**src/rtl/wb_project_router.sv**
```systemverilog
// Wishbone front end for the user-area window: decodes per-project register slots, times out
// silent slots, and owns the active-project register with a reset/pad-park switchover sequence.
module wb_project_router #(
  parameter logic [31:0] BASE_ADDR   = 32'h3000_0000,
  parameter int unsigned NUM_SLOTS   = 8,
  parameter int unsigned TIMEOUT     = 16,
  parameter int unsigned SWITCH_HOLD = 8
) (
  input  logic                      clk,
  input  logic                      reset,
  input  logic                      wbs_cyc_i,
  input  logic                      wbs_stb_i,
  input  logic                      wbs_we_i,
  input  logic [3:0]                wbs_sel_i,
  input  logic [31:0]               wbs_adr_i,
  input  logic [31:0]               wbs_dat_i,
  output logic                      wbs_ack_o,
  output logic [31:0]               wbs_dat_o,
  output logic [NUM_SLOTS-1:0]      slot_stb_o,
  input  logic [NUM_SLOTS-1:0]      slot_ack_i,
  input  logic [NUM_SLOTS*32-1:0]   slot_dat_i,
  output logic [7:0]                active_project_o,
  output logic                      project_reset_o,
  output logic                      io_park_o
);

  localparam int unsigned SlotW    = (NUM_SLOTS > 1) ? $clog2(NUM_SLOTS) : 1;
  localparam logic [31:0] WinSize  = 32'(NUM_SLOTS * 256);
  localparam logic [7:0]  ToLast   = 8'(TIMEOUT - 1);
  localparam logic [7:0]  HoldInit = 8'(SWITCH_HOLD);

  typedef enum logic [1:0] {StIdle, StWait, StResp} bus_state_e;
  typedef enum logic {StRun, StHold} seq_state_e;

  bus_state_e           bus_state_q, bus_state_d;
  seq_state_e           seq_state_q, seq_state_d;
  logic [SlotW-1:0]     slot_q, slot_d;
  logic [7:0]           wait_cnt_q, wait_cnt_d;
  logic [NUM_SLOTS-1:0] stb_vec_q, stb_vec_d;
  logic                 skip_q, ack_q, ack_d;
  logic [31:0]          dat_q, dat_d;
  logic [7:0]           to_count_q, to_count_d;
  logic [7:0]           last_to_slot_q, last_to_slot_d;
  logic [7:0]           active_q, active_d;
  logic [7:0]           hold_cnt_q, hold_cnt_d;

  logic             valid, accept, in_range, is_local, active_wr;
  logic             strobing, slot_ack_sel, timed_out;
  logic [31:0]      offset, slot_rdata, status;
  logic [SlotW-1:0] adr_slot;
  logic             unused_bits;

  assign unused_bits = ^{wbs_sel_i[3:1], wbs_dat_i[31:8]};

  // Wrapping subtraction folds the below-base case into the single range compare.
  assign offset    = wbs_adr_i - BASE_ADDR;
  assign in_range  = offset < WinSize;
  assign adr_slot  = offset[8 +: SlotW];
  assign valid     = wbs_cyc_i & wbs_stb_i;
  assign accept    = (bus_state_q == StIdle) & valid & ~skip_q;
  assign is_local  = in_range & (adr_slot == '0);
  assign active_wr = accept & is_local & wbs_we_i & wbs_sel_i[0] & (offset[7:0] == 8'h00);

  assign strobing     = |stb_vec_q;
  assign slot_ack_sel = slot_ack_i[slot_q];
  assign slot_rdata   = slot_dat_i[32*int'(slot_q) +: 32];
  assign timed_out    = (bus_state_q == StWait) & strobing & ~slot_ack_sel & (wait_cnt_q == ToLast);
  assign status       = {15'b0, seq_state_q == StHold, last_to_slot_q, to_count_q};

  always_ff @(posedge clk) begin
    if (reset) begin
      bus_state_q    <= StIdle;
      slot_q         <= '0;
      wait_cnt_q     <= '0;
      stb_vec_q      <= '0;
      skip_q         <= 1'b0;
      ack_q          <= 1'b0;
      dat_q          <= '0;
      to_count_q     <= '0;
      last_to_slot_q <= '0;
      active_q       <= '0;
      seq_state_q    <= StHold;
      hold_cnt_q     <= HoldInit;
    end else begin
      bus_state_q    <= bus_state_d;
      slot_q         <= slot_d;
      wait_cnt_q     <= wait_cnt_d;
      stb_vec_q      <= stb_vec_d;
      skip_q         <= (bus_state_q == StResp);
      ack_q          <= ack_d;
      dat_q          <= dat_d;
      to_count_q     <= to_count_d;
      last_to_slot_q <= last_to_slot_d;
      active_q       <= active_d;
      seq_state_q    <= seq_state_d;
      hold_cnt_q     <= hold_cnt_d;
    end
  end

  // Bus next state. The first WAIT cycle only raises the strobe; the counter runs while strobing.
  always_comb begin
    bus_state_d = bus_state_q;
    slot_d      = slot_q;
    wait_cnt_d  = wait_cnt_q;
    unique case (bus_state_q)
      StIdle: begin
        if (accept) begin
          if (in_range && (adr_slot != '0)) begin
            bus_state_d = StWait;
            slot_d      = adr_slot;
            wait_cnt_d  = '0;
          end else begin
            bus_state_d = StResp;
          end
        end
      end
      StWait: begin
        if (strobing) begin
          if (slot_ack_sel || (wait_cnt_q == ToLast)) bus_state_d = StResp;
          else wait_cnt_d = wait_cnt_q + 8'd1;
        end
      end
      StResp:  bus_state_d = StIdle;
      default: bus_state_d = StIdle;
    endcase
  end

  // Registered bus outputs and timeout bookkeeping.
  always_comb begin
    stb_vec_d      = '0;
    ack_d          = (bus_state_d == StResp);
    dat_d          = '0;
    to_count_d     = to_count_q;
    last_to_slot_d = last_to_slot_q;
    if ((bus_state_q == StWait) && (bus_state_d == StWait)) begin
      stb_vec_d = {{(NUM_SLOTS-1){1'b0}}, 1'b1} << slot_q;
    end
    if (accept && is_local && !wbs_we_i) begin
      unique case (offset[7:0])
        8'h00:   dat_d = {24'b0, active_q};
        8'h04:   dat_d = status;
        default: dat_d = '0;
      endcase
    end
    if ((bus_state_q == StWait) && strobing && slot_ack_sel) dat_d = slot_rdata;
    if (timed_out) begin
      dat_d          = 32'hDEAD_0000 | 32'(slot_q);
      to_count_d     = (to_count_q == 8'hFF) ? to_count_q : to_count_q + 8'd1;
      last_to_slot_d = 8'(slot_q);
    end
  end

  // Switchover sequencer; any ACTIVE write during HOLD restarts the hold window.
  always_comb begin
    active_d    = active_q;
    seq_state_d = seq_state_q;
    hold_cnt_d  = hold_cnt_q;
    if (active_wr && ((seq_state_q == StHold) || (wbs_dat_i[7:0] != active_q))) begin
      active_d    = wbs_dat_i[7:0];
      seq_state_d = StHold;
      hold_cnt_d  = HoldInit;
    end else if (seq_state_q == StHold) begin
      if (hold_cnt_q <= 8'd1) seq_state_d = StRun;
      else hold_cnt_d = hold_cnt_q - 8'd1;
    end
  end

  always_comb begin
    wbs_ack_o        = ack_q;
    wbs_dat_o        = dat_q;
    slot_stb_o       = stb_vec_q;
    active_project_o = active_q;
    project_reset_o  = (seq_state_q == StHold);
    io_park_o        = (seq_state_q == StHold);
  end

endmodule
```
**config.mk**
```make
export PLATFORM = sky130hd
export DESIGN_NAME = wb_project_router
export DESIGN_NICKNAME = d
export VERILOG_FILES = /design/src/rtl/wb_project_router.sv
export SDC_FILE = /design/constraint.sdc
export NUM_CORES = 1
export LEC_CHECK = 0
export ABC_AREA = 1
export CAP_MARGIN = 25
export CORE_AREA = 2 2 152 154
export DETAILED_ROUTE_END_ITERATION = 8
export DIE_AREA = 0 0 154 156
export GPL_ROUTABILITY_DRIVEN = 0
export SLEW_MARGIN = 20
export SYNTH_ARGS = -nofsm -noshare
export SYNTH_HDL_FRONTEND = slang
export SYNTH_SLANG_ARGS = --single-unit
```
**constraint.sdc**
```tcl
create_clock -name clk -period 1.69 [get_ports clk]
set_clock_uncertainty 0.1 [all_clocks]
set_input_delay 0.507 -clock clk [delete_from_list [all_inputs] [get_ports clk]]
set_output_delay 0.507 -clock clk [all_outputs]
set_load 0.01 [all_outputs]
```
* Word level (Yosys, flattened, before mapping)
Index checks and enable logic that the tools add are counted.
** Operators by class
- Add/subtract/negate cells :: 4
- Order comparisons :: 3
- Equal/unequal tests :: 12
- Shift operators :: 2
- Multiplexer cells :: 18
- Bitwise logic cells :: 16
- Reduce and logical (&&, ||, !) cells :: 23
** Operators with widths (number)
- $shiftx A256 B9 Y32 :: 1
- $mux W32 :: 2
- $pmux W17 S2 :: 1
- $lt A32 B12 Y1 const B :: 1
- $mux W8 :: 4
- $sub A32 B30 Y32 const B :: 1
- $mux W17 :: 1
- $add A8 B1 Y8 const B :: 2
- $pmux W8 S2 :: 1
- $and A1 B1 Y1 :: 11
- $eq A8 B3 Y1 const B :: 1
- $eq A8 B4 Y1 const B :: 1
- $eq A8 B8 Y1 const B :: 1
- $le A8 B1 Y1 const B :: 1
- $logic_not A8 Y1 :: 1
- $mux W2 :: 4
- $ne A8 B8 Y1 :: 1
- $reduce_or A8 Y1 :: 1
- $shl A1 B3 Y8 const A :: 1
- $sub A8 B1 Y8 const B :: 1
- $logic_and A1 B1 Y1 :: 7
- $ne A2 B2 Y1 const B :: 3
- $reduce_or A2 Y1 :: 3
- $not A1 Y1 :: 5
- 16 further kinds :: 22
** Storage, ports and cells
- Bits in registers :: 83
- Bits of input ports :: 337
- Word-level logic and storage cells :: 91

* Longest topological paths before layout
- Word-level depth :: 10
- Gate-level depth with buffers :: 14

* Worst setup path before layout
Ideal clock, no wire load.
- Path type :: in2reg
- Start point :: input port wbs_adr_i[26]
- End point :: register hold_cnt_q[2]
- Library setup time :: 0.131 ns
- Arrival time :: 1.507 ns
- Data required time :: 1.459 ns
- Path slack :: -0.048 ns
- Stages on the path :: 8
- Buffers on the path :: 0
- Cells stage by stage :: nor2_1 nand3_1 nor2_1 nand3_1 nor2_1 nand2_1 o21ai_1 nor2_1
** Between the ends
- Longest elaborated chain between the ends :: 9
** Ends and longest elaborated chain
- start, declared :: RTL line 15 : input logic [31:0] wbs_adr_i,
- $sub A32 B30 Y32 :: RTL line 56 : assign offset = wbs_adr_i - BASE_ADDR;
- $lt A32 B12 Y1 :: RTL line 57 : assign in_range = offset < WinSize;
- $and A1 B1 Y1 :: RTL line 61 : assign is_local = in_range & (adr_slot == '0);
- $and A1 B1 Y1 (4 in a row) :: RTL line 62 : assign active_wr = accept & is_local & wbs_we_i & wbs_sel_i[0] & (offset[7:0] == 8'h00);
- $logic_and A1 B1 Y1 :: RTL line 158 : if (active_wr && ((seq_state_q == StHold) || (wbs_dat_i[7:0] != active_q))) begin
- $reduce_or A2 Y1 (no line)
- end signal, assigned :: RTL line 83 : hold_cnt_q <= HoldInit;
- end signal, assigned :: RTL line 96 : hold_cnt_q <= hold_cnt_d;
- end, declared :: RTL line 45 : logic [7:0] hold_cnt_q, hold_cnt_d;
No other way between the ends.
A chain may end at the register's enable or synchronous reset.

* Final worst setup path
- Start point :: input port wbs_adr_i[26]
- End point :: register wait_cnt_q[3]
** Between the ends
- Longest elaborated chain between the ends :: 5
** Ends and longest elaborated chain
- $sub A32 B30 Y32 :: RTL line 56
- $lt A32 B12 Y1 :: RTL line 57
- $logic_and A1 B1 Y1 :: RTL line 108 : if (in_range && (adr_slot != '0)) begin
- $ne A2 B1 Y1 (no line)
- $reduce_and A5 Y1 (no line)
- end signal, assigned :: RTL line 87 : wait_cnt_q <= wait_cnt_d;
- end, declared :: RTL line 38 : logic [7:0] wait_cnt_q, wait_cnt_d;
No other way between the ends.

==> reports/metrics.cfg <==
[run_status]
status=finished with violations
violations=setup timing

[global_routing]
grt_util_met2_pct=40.8
grt.met3_usage_pct=6.42
grt_use_total_pct=22.6
grt_overflow_total=0
global_route.usage.met1_pct=25.5
grt_pass1_wl_um=42800
antenna_violations_before_repair=3
grt_pass1_vias=8159
busiest_layer=met2
largest_net_degree_at_the_start_of_global_routing=27

[timing]
actual_slew_at_the_worst_max_slew_pin_ns=0.270
rsz0062_at_grt=yes
max_slew_margin_pct=81.9
hold_viol=0
timing.final.crit_share_pct=105
timing.final.max_slew_violations=0
finalWorstSetupSlack_ns=-0.0867
setup-violations-final=34
finalWorstPathRequiredPeriod_ns=1.78
achievable_frequency_mhz=563

[synthesis]
async_flop_share_pct=0
synth.area.top_cells=dfxtp_1 29%, nand2_1 20%, nor2_1 7.7%
synth_sequential_area_ratio_pct=28.8
syn-num-nets=1283
syn_area_per_cell_um2=6.13
synth_commonest_cells=303 x nand2_1, 119 x nor2_1, 83 x dfxtp_1
synthesized_cell_area_um2=5780
ys_ff_latch=83
netlist.top_cell.by_area=dfxtp_1
postSynthCellCount=942
synth_top_area_share_pct=28.8
yosys.cell_types.count=38
synthFlopType=dfxtp_1
ys_warn_count=0
synth-edff-count=0
synth_most_common_cell=nand2_1

[detailed_routing]
vias=8327
drt-pass1-iter-count=5
drc=0
routed_via_count_divided_by_cell_count=4.77
drt_wl_total_um=28600
drt_first_iter_violations=426
wl_per_cell_um=16.4
postRouteAntennaNets=0

[place]
place_hpwl_um=21600
placedCellCount=1655
place.port_buffers=360

[floorplan]
die_y_um=156
initial_core_util_pct=25.8
fp.dieW_um=154
fp-row-count=55
total_die_area_um2=24000
floorplan.io_pins=388
design.core.area_um2=22400

[clock_tree]
total_cts_buffers=9
number_of_buffers_on_the_longest_clock_path=2
cts_htree_levels=3
clock_tree_from_tritoncts=done
worstSkewPairLatency_ns=0.35
clock_sink_count=83
cts-root-buf=clkbuf_16
clk_pin_slew_ns=0.06

[power_and_ir_drop]
maximum_vdd_drop_v=0.000481
power.density_cell_area_nw_per_um2=489
p_leak_uw=0.00530
total_power_uw=5970

[critical_path]
r2r-start=slot_q[0]
critical_path_required_time_ns=1.82
startpoint=wbs_adr_i[26]
critical_path.endpoint_type=register
crit_path_start_kind=input port
crit_arrival_ns=1.91
timing.setup.critical_path_class=input port to register
cp_max_fo=5

[min_path]
min_path_type=register to register
min_from=bus_state_q[0]

[layout]
layout-area-overhead-vs-synth_pct=111
final-instance-count-excl-fill=1747
fraction_of_layout_instances_using_a_drive_strength_above_1_pct=28.0
design.final.nets=1795
final_util_pct=54.6

[flow_run]
timing.max_cap.violations=0

layout make-up:
class	count	area (µm²)
Inverter	83	329
Multi-Input combinational cell	733	4170
Antenna cell	3	7.51
Clock buffer	11	253
Sequential cell	83	1690
Timing Repair Buffer	544	5370
Fill cell	2187	10200
Tap cell	285	357
Clock inverter	5	37.5
per-stage QoR:
stage	setup TNS, ns	setup WS (ns)	instance area (µm²)	hold slack (ns)
2_1_floorplan	-0.000263	-0.0000375	5780	0.318
3_3_place_gp	-41.10	-0.616	10500	0.325
3_5_place_dp	-42.55	-0.654	10500	0.335
4_1_cts	-2.90	-0.152	11700	0.352
5_1_grt	-5.90	-0.164	12200	0.365
6_report	-0.725	-0.0867	12200	0.348
placed cells by master (no fill, tap or decap), types with 26 or more instances in the layout:
cell and count:
nand2_1 266, clkdlybuf4s50_1 257, buf_4 120, nor2_1 87, dfxtp_1 69, dlygate4sd2_1 66
inv_1 59, nand4_1 49, nand3_1 45, o22ai_1 44, nand2_2 37, buf_6 37
o21ai_0 26
logic make-up (layout without fill, tap and decap cells):
| family | count (synthesis) | after routing | synth area share [%] |
|---|---|---|---|
| adder cells (fa/ha/maj) | 4 | 4 | 0.866 |
| AO/OA/AOI/OAI | 147 | 147 | 14.9 |
| AND/OR/NAND/NOR | 567 | 567 | 43.6 |
| flip-flops | 83 | 83 | 28.8 |
| XOR/XNOR | 15 | 15 | 2.27 |
| buffers and inverters | 126 | 643 | 9.57 |
| other | 0 | 3 | 0 |
worst max-delay path: stages:
cell	delay, ns
buf_2	0.12
nor2_4	0.11
buf_6	0.10
buf_4	0.08
buf_4	0.09
buf_4	0.09
nand4_1	0.09
nor2_1	0.16
nand3_2	0.18
buf_6	0.19
nand3_1	0.11
a21oi_2	0.07
per-layer routing:
layer	share of wire [%]	wire (µm)
met1	40	11400
met2	49	14100
met3	7.4	2120
met4	3.2	911
met5	0	0
where the power goes:
part	total (µW)	switching [µW]	leakage (µW)	internal [µW]
registers	2140	92.5	0.000677	2050
clock network	1920	844	0.000138	1080
logic	1910	765	0.00448	1140
sequential cells by signal (all words and copies together) (netlist names), 2 cells and up:
| register | count |
|---|---|
| active_project_o | 8 |
| bus_state_q | 2 |
| hold_cnt_q | 8 |
| last_to_slot_q | 3 |
| slot_q | 3 |
| slot_stb_o | 8 |
| to_count_q | 8 |
| wait_cnt_q | 8 |
| wbs_dat_o | 32 |
repair_timing:
item / in CTS / in global routing
resized for setup: 281 / 136
pin swaps: 101 / 95
endpoints found under the setup margin: 129 / 83
setup buffers: 46 / 24
gates cloned: 7 / 3
hold buffers: 0 / 0
worst paths after layout:
| path | end | depth (start not counted) | slack [ns] |
|---|---|---|---|
| max | wait_cnt_q[3] | 12 | -0.09 |
| min | skip_q | 1 | 0.35 |
| max reg2reg | wait_cnt_q[3] | 12 | -0.05 |
| min reg2reg | skip_q | 1 | 0.35 |
Power figures use the tool's default switching activity.
